## src/rtl/k12a_spi_master_pkg.sv

```systemverilog
// Shared types and constants for the k12a SPI master: FSM states, register map, CTRL bit positions.
// No logic; imported by the interface, the clock generator and the top.
package k12a_spi_master_pkg;

  typedef enum logic [1:0] {
    SPI_IDLE  = 2'd0,
    SPI_LEAD  = 2'd1,
    SPI_SHIFT = 2'd2,
    SPI_TRAIL = 2'd3
  } spi_state_t;

  localparam logic [1:0] SPI_REG_DATA   = 2'd0;
  localparam logic [1:0] SPI_REG_CTRL   = 2'd1;
  localparam logic [1:0] SPI_REG_DIV    = 2'd2;
  localparam logic [1:0] SPI_REG_STATUS = 2'd3;

  localparam int CTRL_CPOL      = 0;
  localparam int CTRL_CPHA      = 1;
  localparam int CTRL_LSB_FIRST = 2;
  localparam int CTRL_CS_HOLD   = 3;
  localparam int CTRL_CS_SEL_LO = 4;
  localparam int CTRL_IRQ_EN    = 7;

endpackage

```

## src/rtl/k12a_spi_master_if.sv

```systemverilog
// CPU register port plus SPI pins of the k12a SPI master. The slave modport is the peripheral's
// view (it answers register accesses); the master modport is the CPU/board side.
interface k12a_spi_master_if #(
  parameter int DATA_WIDTH = 8,
  parameter int NUM_CS     = 4
);
  logic [1:0]            reg_addr;
  logic                  reg_write;
  logic                  reg_read;
  logic [DATA_WIDTH-1:0] reg_wdata;
  logic [DATA_WIDTH-1:0] reg_rdata;
  logic                  spi_sck;
  logic                  spi_mosi;
  logic                  spi_miso;
  logic [NUM_CS-1:0]     spi_cs_n;
  logic                  wake;

  modport master (
    output reg_addr, reg_write, reg_read, reg_wdata, spi_miso,
    input  reg_rdata, spi_sck, spi_mosi, spi_cs_n, wake
  );

  modport slave (
    input  reg_addr, reg_write, reg_read, reg_wdata, spi_miso,
    output reg_rdata, spi_sck, spi_mosi, spi_cs_n, wake
  );
endinterface

```

## src/rtl/k12a_spi_master_clkgen.sv

```systemverilog
// Half-period tick generator: down-counter reloaded from i_div, one-cycle tick every i_div+1 enabled cycles.
// i_load restarts the count so the first half-period of a transfer is always full length.
module k12a_spi_clkgen #(
  parameter int DIV_WIDTH = 8
) (
  input  logic                 i_clk,
  input  logic                 i_rst,
  input  logic                 i_load,
  input  logic                 i_en,
  input  logic [DIV_WIDTH-1:0] i_div,
  output logic                 o_tick
);
  logic [DIV_WIDTH-1:0] r_cnt;

  always_ff @(posedge i_clk or posedge i_rst) begin
    if (i_rst) begin
      r_cnt <= '0;
    end else if (i_load || (i_en && r_cnt == '0)) begin
      r_cnt <= i_div;
    end else if (i_en) begin
      r_cnt <= r_cnt - 1'b1;
    end
  end

  assign o_tick = i_en && (r_cnt == '0);
endmodule

```

## src/rtl/k12a_spi_master.sv

```systemverilog
// SPI master on the k12a I/O bus: DATA write starts a frame, busy for (2*DATA_WIDTH+2)*(DIV+1) cycles.
// No backpressure: a DATA write while busy is dropped and flags overrun.
module k12a_spi_master
  import k12a_spi_master_pkg::*;
#(
  parameter int DATA_WIDTH = 8,
  parameter int NUM_CS     = 4,
  parameter int DIV_WIDTH  = 8
) (
  input  logic                i_cpu_clock,
  input  logic                i_reset,
  k12a_spi_master_if.slave    bus
);
  localparam int HW = $clog2(2 * DATA_WIDTH);
  localparam logic [HW-1:0] LAST_HALF = HW'(2 * DATA_WIDTH - 1);

  spi_state_t            r_state, w_next;
  logic [7:0]            r_ctrl;
  logic [DIV_WIDTH-1:0]  r_div, r_div_wk;
  logic [DATA_WIDTH-1:0] r_rx, r_shift;
  logic [HW-1:0]         r_hcnt;
  logic                  r_done, r_overrun, r_mosi, r_sck;
  logic                  r_cpol_wk, r_cpha_wk, r_lsb_wk;
  logic [2:0]            r_cs_sel_wk;

  logic [7:0]            w_wdata8, w_rdata8;
  logic                  w_busy, w_start, w_wr_data, w_wr_status, w_tick, w_last;
  logic                  w_lead_edge, w_trail_edge, w_sample, w_drive, w_out_bit, w_idle_entry;
  logic [DATA_WIDTH-1:0] w_shift_in;
  logic [2:0]            w_cs_sel;
  logic                  w_cs_act;
  logic [NUM_CS-1:0]     w_cs_n;

  assign w_wdata8     = 8'(bus.reg_wdata);
  assign w_busy       = (r_state != SPI_IDLE);
  assign w_wr_data    = bus.reg_write && (bus.reg_addr == SPI_REG_DATA);
  assign w_wr_status  = bus.reg_write && (bus.reg_addr == SPI_REG_STATUS);
  assign w_start      = w_wr_data && !w_busy;
  assign w_last       = (r_hcnt == LAST_HALF);
  assign w_lead_edge  = w_tick && (r_state == SPI_SHIFT) && !r_hcnt[0];
  assign w_trail_edge = w_tick && (r_state == SPI_SHIFT) && r_hcnt[0];
  // cpha=0 has nothing left to drive after the final trailing edge, so mosi keeps the last bit.
  assign w_sample     = r_cpha_wk ? w_trail_edge : w_lead_edge;
  assign w_drive      = r_cpha_wk ? w_lead_edge : (w_trail_edge && !w_last);
  assign w_out_bit    = r_lsb_wk ? r_shift[0] : r_shift[DATA_WIDTH-1];
  assign w_shift_in   = r_lsb_wk ? {bus.spi_miso, r_shift[DATA_WIDTH-1:1]}
                                 : {r_shift[DATA_WIDTH-2:0], bus.spi_miso};
  assign w_idle_entry = w_tick && (r_state == SPI_TRAIL);

  k12a_spi_clkgen #(.DIV_WIDTH(DIV_WIDTH)) u_clkgen (
    .i_clk  (i_cpu_clock),
    .i_rst  (i_reset),
    .i_load (w_start),
    .i_en   (w_busy),
    .i_div  (w_start ? r_div : r_div_wk),
    .o_tick (w_tick)
  );

  always_ff @(posedge i_cpu_clock or posedge i_reset) begin
    if (i_reset) r_state <= SPI_IDLE;
    else         r_state <= w_next;
  end

  always_comb begin
    w_next = r_state;
    unique case (r_state)
      SPI_IDLE:  if (w_start)           w_next = SPI_LEAD;
      SPI_LEAD:  if (w_tick)            w_next = SPI_SHIFT;
      SPI_SHIFT: if (w_tick && w_last)  w_next = SPI_TRAIL;
      SPI_TRAIL: if (w_tick)            w_next = SPI_IDLE;
      default:                          w_next = SPI_IDLE;
    endcase
  end

  always_ff @(posedge i_cpu_clock or posedge i_reset) begin
    if (i_reset) begin
      r_ctrl      <= '0;
      r_div       <= '0;
      r_div_wk    <= '0;
      r_rx        <= '0;
      r_shift     <= '0;
      r_hcnt      <= '0;
      r_done      <= 1'b0;
      r_overrun   <= 1'b0;
      r_mosi      <= 1'b0;
      r_sck       <= 1'b0;
      r_cpol_wk   <= 1'b0;
      r_cpha_wk   <= 1'b0;
      r_lsb_wk    <= 1'b0;
      r_cs_sel_wk <= '0;
    end else begin
      if (bus.reg_write && bus.reg_addr == SPI_REG_CTRL) r_ctrl <= w_wdata8;
      if (bus.reg_write && bus.reg_addr == SPI_REG_DIV)  r_div  <= w_wdata8[DIV_WIDTH-1:0];
      if (w_start) begin
        r_shift     <= bus.reg_wdata;
        r_hcnt      <= '0;
        r_cpol_wk   <= r_ctrl[CTRL_CPOL];
        r_cpha_wk   <= r_ctrl[CTRL_CPHA];
        r_lsb_wk    <= r_ctrl[CTRL_LSB_FIRST];
        r_cs_sel_wk <= r_ctrl[CTRL_CS_SEL_LO +: 3];
        r_div_wk    <= r_div;
        r_sck       <= r_ctrl[CTRL_CPOL];
        if (!r_ctrl[CTRL_CPHA])
          r_mosi <= r_ctrl[CTRL_LSB_FIRST] ? bus.reg_wdata[0] : bus.reg_wdata[DATA_WIDTH-1];
      end
      if (w_tick && r_state == SPI_SHIFT) begin
        r_sck  <= ~r_sck;
        r_hcnt <= r_hcnt + 1'b1;
      end
      if (w_sample)     r_shift <= w_shift_in;
      if (w_drive)      r_mosi  <= w_out_bit;
      if (w_idle_entry) r_rx    <= r_shift;
      // Completion outranks any clear arriving in the same cycle.
      if (w_idle_entry)
        r_done <= 1'b1;
      else if ((bus.reg_read && bus.reg_addr == SPI_REG_DATA) || (w_wr_status && w_wdata8[1]))
        r_done <= 1'b0;
      if (w_wr_data && w_busy)
        r_overrun <= 1'b1;
      else if (w_wr_status && w_wdata8[2])
        r_overrun <= 1'b0;
    end
  end

  always_comb begin
    w_rdata8 = 8'h00;
    unique case (bus.reg_addr)
      SPI_REG_DATA:   w_rdata8 = 8'(r_rx);
      SPI_REG_CTRL:   w_rdata8 = r_ctrl;
      SPI_REG_DIV:    w_rdata8 = 8'(r_div);
      SPI_REG_STATUS: w_rdata8 = {5'b0, r_overrun, r_done, w_busy};
      default:        w_rdata8 = 8'h00;
    endcase
  end

  // Idle chip select follows live CTRL; during a frame the snapshot rules.
  always_comb begin
    w_cs_sel = w_busy ? r_cs_sel_wk : r_ctrl[CTRL_CS_SEL_LO +: 3];
    w_cs_act = w_busy || r_ctrl[CTRL_CS_HOLD];
    w_cs_n   = '1;
    for (int i = 0; i < NUM_CS; i++)
      w_cs_n[i] = !(w_cs_act && (int'(w_cs_sel) == i));
  end

  assign bus.reg_rdata = w_rdata8[DATA_WIDTH-1:0];
  assign bus.spi_sck   = w_busy ? r_sck : r_ctrl[CTRL_CPOL];
  assign bus.spi_mosi  = r_mosi;
  assign bus.spi_cs_n  = w_cs_n;
  assign bus.wake      = r_done && r_ctrl[CTRL_IRQ_EN];
endmodule

```

## src/flat_wrapper.sv

```systemverilog
// flat-port wrapper written by rule: the top's interface ports become plain ports
module k12a_spi_master_flat import k12a_spi_master_pkg::*;
#(
  parameter int DATA_WIDTH = 8,
  parameter int NUM_CS     = 4,
  parameter int DIV_WIDTH  = 8
)
  (i_cpu_clock, i_reset, bus_reg_addr, bus_reg_write, bus_reg_read, bus_reg_wdata, bus_spi_miso, bus_reg_rdata, bus_spi_sck, bus_spi_mosi, bus_spi_cs_n, bus_wake);
  k12a_spi_master_if #(.DATA_WIDTH(DATA_WIDTH), .NUM_CS(NUM_CS)) bus_i ();
  input  logic i_cpu_clock;
  input  logic i_reset;
  input wire logic [$bits(bus_i.reg_addr)-1:0] bus_reg_addr;
  input wire logic [$bits(bus_i.reg_write)-1:0] bus_reg_write;
  input wire logic [$bits(bus_i.reg_read)-1:0] bus_reg_read;
  input wire logic [$bits(bus_i.reg_wdata)-1:0] bus_reg_wdata;
  input wire logic [$bits(bus_i.spi_miso)-1:0] bus_spi_miso;
  output wire logic [$bits(bus_i.reg_rdata)-1:0] bus_reg_rdata;
  output wire logic [$bits(bus_i.spi_sck)-1:0] bus_spi_sck;
  output wire logic [$bits(bus_i.spi_mosi)-1:0] bus_spi_mosi;
  output wire logic [$bits(bus_i.spi_cs_n)-1:0] bus_spi_cs_n;
  output wire logic [$bits(bus_i.wake)-1:0] bus_wake;
  assign bus_i.reg_addr = bus_reg_addr;
  assign bus_i.reg_write = bus_reg_write;
  assign bus_i.reg_read = bus_reg_read;
  assign bus_i.reg_wdata = bus_reg_wdata;
  assign bus_i.spi_miso = bus_spi_miso;
  assign bus_reg_rdata = bus_i.reg_rdata;
  assign bus_spi_sck = bus_i.spi_sck;
  assign bus_spi_mosi = bus_i.spi_mosi;
  assign bus_spi_cs_n = bus_i.spi_cs_n;
  assign bus_wake = bus_i.wake;
  k12a_spi_master #(.DATA_WIDTH(DATA_WIDTH), .NUM_CS(NUM_CS), .DIV_WIDTH(DIV_WIDTH)) u_core (.i_cpu_clock(i_cpu_clock), .i_reset(i_reset), .bus(bus_i));
endmodule
```

## config.mk

```make
export PLATFORM = sky130hd
export DESIGN_NAME = k12a_spi_master_flat
export DESIGN_NICKNAME = d
export VERILOG_FILES = /design/src/rtl/k12a_spi_master_pkg.sv /design/src/rtl/k12a_spi_master_if.sv /design/src/rtl/k12a_spi_master_clkgen.sv /design/src/rtl/k12a_spi_master.sv /design/src/flat_wrapper.sv
export SDC_FILE = /design/constraint.sdc
export NUM_CORES = 1
export LEC_CHECK = 0
export BUFFER_PORTS_ARGS = -buffer_cell sky130_fd_sc_hd__buf_2
export CAP_MARGIN = 20
export CELL_PAD_IN_SITES_DETAIL_PLACEMENT = 0
export CELL_PAD_IN_SITES_GLOBAL_PLACEMENT = 1
export CORE_MARGIN = 1
export CORE_UTILIZATION = 47
export DETAILED_ROUTE_END_ITERATION = 10
export PLACE_DENSITY = 0.91
export RECOVER_POWER = 50
export SYNTH_ARGS = -nofsm -noshare
export SYNTH_HDL_FRONTEND = slang
export SYNTH_SLANG_ARGS = --single-unit
```

## constraint.sdc

```tcl
create_clock -name i_cpu_clock -period 2.71 [get_ports i_cpu_clock]
set_input_delay 0.542 -clock i_cpu_clock [delete_from_list [all_inputs] [get_ports i_cpu_clock]]
set_output_delay 0.542 -clock i_cpu_clock [all_outputs]
set_load 0.05 [all_outputs]
```

==> out/qor.csv <==
metric,value,unit
fillers,610,
synthFlopType,dfrtp_1,
ctsHtreeMaxLevel,3,
p_leak,1.77,nW
io_pins,30,
setup_viol,0,
netlist_instances,315,
cp-end-kind,output pin,
reg2reg_from,u_core.r_state[0]$_DFFE_PP0P_,
netlist_area,3360,µm²
grt_pass1_wl,12.8,mm
yosysTopAreaCell,dfrtp_1,
path_class,flip-flop to output pin,
antenna_found_initial,0,
cts.sinks,63,
synth_cell_types,53,
multi_input_area,1670,µm²
dp_slack,0.289,ns
layout-drive-gt1-share,0.274,
yosysSeqAreaShare,0.469,
seqPwrFrac,0.486,
ir_worst_vdd,0.000239,V
cpMostUsedCell,inv_1,
cp_cell_sequence,"inv_1, ha_4, inv_1, mux4_2, buf_2",
syn-num-nets,338,
start_util,0.492,
cts_root_buffer,clkbuf_8,
fin_util,0.558,
syn2layout_area_growth,13.4,%
stdcell_area,3810,µm²
max_clock_freq,398,MHz
crit_slowest_cell,mux4_2,
hold_path_class,primary input to asynchronous set/reset pin,
cp.arrival,1.97,ns
rsz0062_at_grt,no,
fin_worst_skew,0.00910,ns
fin_nets,368,
detail_route.wl_per_cell,17.2,µm
core,6830,µm²
placed_area,3600,µm²
place_congestion,0.876,
viasPerCell,5.67,
sw_frac_of_total,0.260,
clock_latency,0.34,ns
power.combinational.fraction,0.100,
drt_iter0_drc,164,
min_period,2.51,ns
switchingPower,556,µW
fp.dieW,86.5,µm
cts_made_buffers,9,
rows,30,
first_pass_iters,4,
clkPwrFrac,0.414,
worst_pin_slew,1.11,ns
p_per_area,562,nW/µm²
die_h,86.5,µm
p_int,1.58,mW
cp.required,2.17,ns
grt_max_degree,35,
cts_setup_buffers,0,
synth.area.top_cells,"dfrtp_1 47%, mux2_2 11%, nand2_1 5.7%",
slew_headroom,0.258,
critPathMaxFanout,13,
dpl.hpwl,5.60,mm
async_reset_ff_frac,1.00,
maxCapViolCount,0,
grt_usage,0.230,
overflow,0,
final_antenna_net_count,0,
critPathLaunchType,flip-flop,
die_area,7490,µm²
status,"finished, final reports clean",
hold_viol,0,
antenna-diode-count,0,
synth.ff_latch_count,63,
startpoint,u_core.r_state[0]$_DFFE_PP0P_,
finalMaxSlewViolations,0,
yosys_warnings,0,
min_period_over_period,0.927,
grt_pass1_vias,2403,
seq_area,1580,µm²
worst_slack,0.197,ns
synth_top_area_frac,0.469,
crit_path_max_incr_delay,0.46,ns
cts_max_path_buffers,2,
synth_edf_count,0,
reg2reg_depth,6,
num_vias,2529,
io_buffers,29,
final.setup.tns,0,ns
wl,7.68,mm
clk_pin_slew,0.07,ns
drc,0,
synth_area_per_cell,10.7,µm²
cts_tree,done,
## metal layers
layer | up-vias | wire, µm | track usage
met1 | 1268 | 3620 | 0.312
met3 | 12 | 281 | 0.0343
met4 | 0 | 104 | 0.0864
li1 | 1189 | - | -
met5 | - | 0 | 0
met2 | 60 | 3680 | 0.375
## repair_timing
item                       4_1_cts  5_1_grt
hold buffers                     0        0
gates resized for setup          1        1
hold endpoints to repair         0        0
setup endpoints to repair        1        1
## cell type report
| cell class | count | area share |
|---|---|---|
| clock buffers | 10 | 0.0335 |
| inverters | 12 | 0.0118 |
| well taps | 96 | 0.0315 |
| multi-input cells | 224 | 0.438 |
| clock inverters | 6 | 0.0223 |
| repair buffers | 35 | 0.0489 |
| flip-flops and latches | 63 | 0.414 |
## power groups by stage
stage	clock network [mW]	logic, mW	registers, mW
after floorplan	0	0.166	1.03
after global placement	0	0.215	1.05
after detailed placement	0	0.218	1.06
after CTS	0.902	0.219	1.04
after global routing	0.944	0.228	1.05
final	0.886	0.214	1.04
## registers in the layout (all words and copies together), names as in the netlist
register,count
u_core.r_cpha_wk,1
u_core.r_lsb_wk,1
u_core.r_div_wk,8
u_core.r_div,8
u_core.r_cs_sel_wk,3
u_core.r_overrun,1
u_core.r_sck,1
u_core.r_hcnt,4
u_core.r_shift,8
u_core.bus.spi_mosi,1
u_core.u_clkgen.r_cnt,8
u_core.r_rx,8
u_core.r_state,2
u_core.r_done,1
u_core.r_ctrl,8
## per-stage QoR
step           instances  hold WS (ns)  total power, mW
2_1_floorplan        315         0.445             1.20
3_3_place_gp         430         0.458             1.27
3_5_place_dp         430         0.483             1.28
4_1_cts              446         0.292             2.16
5_1_grt              446         0.488             2.22
6_report             446         0.470             2.14
## cells in the mapped netlist, types with 3 or more instances
| cell | instances |
|---|---|
| o21ai_0 | 17 |
| a211oi_1 | 9 |
| nand4_1 | 3 |
| mux4_2 | 3 |
| clkbuf_1 | 5 |
| nor2_1 | 12 |
| buf_2 | 8 |
| nand3_1 | 6 |
| inv_1 | 12 |
| nor3_1 | 3 |
| mux2i_1 | 13 |
| o22ai_1 | 3 |
| ha_1 | 8 |
| dfrtp_1 | 63 |
| a31oi_1 | 11 |
| mux2_2 | 33 |
| nand2_1 | 51 |
| nor2b_1 | 9 |
## critical path: cells and delay by family (launching register included)
kind | cells | cell delay, ns
buffers and inverters | 3 | 0.48
multiplexers | 1 | 0.46
flip-flops | 1 | 0.41
adder cells (fa/ha/maj) | 1 | 0.27
## path summary, 6_finish.rpt
check	endpoint	slack, ns
hold reg to reg	u_core.r_div_wk[5]$_DFF_PP0_	0.50
max in group asynchronous	u_core.r_done$_DFFE_PP0P_	0.80
setup reg to reg	u_core.r_shift[2]$_DFFE_PP0P_	0.45
min in group i_cpu_clock	u_core.r_div_wk[5]$_DFF_PP0_	0.50
hold / removal	u_core.r_ctrl[3]$_DFFE_PP0P_	0.47
setup / recovery	bus_reg_rdata[0]	0.20
## cell families after synthesis
group                      count (synthesis)  share of synthesized area
and+or+nand+nor                          103                      0.158
DFF                                       63                      0.469
buffers and inverters                     28                     0.0376
muxes                                     50                      0.174
xor gates and xnor gates                   2                    0.00522
adders and majority gates                  8                     0.0298
AOI/OAI and AO/OA                         61                      0.126
## cells in the final DEF (no fill, tap or decap), types with 9 or more instances in the layout
cell type  count
inv_1         12
mux2i_1       13
buf_2         28
o21ai_0       13
nor2b_1        9
nor2_1        12
clkbuf_8       9
dfrtp_1       63
mux2_2        33
a211oi_1       9
a31oi_1       11
nand2_1       51
No activity file was read; power rests on OpenSTA's default activity.
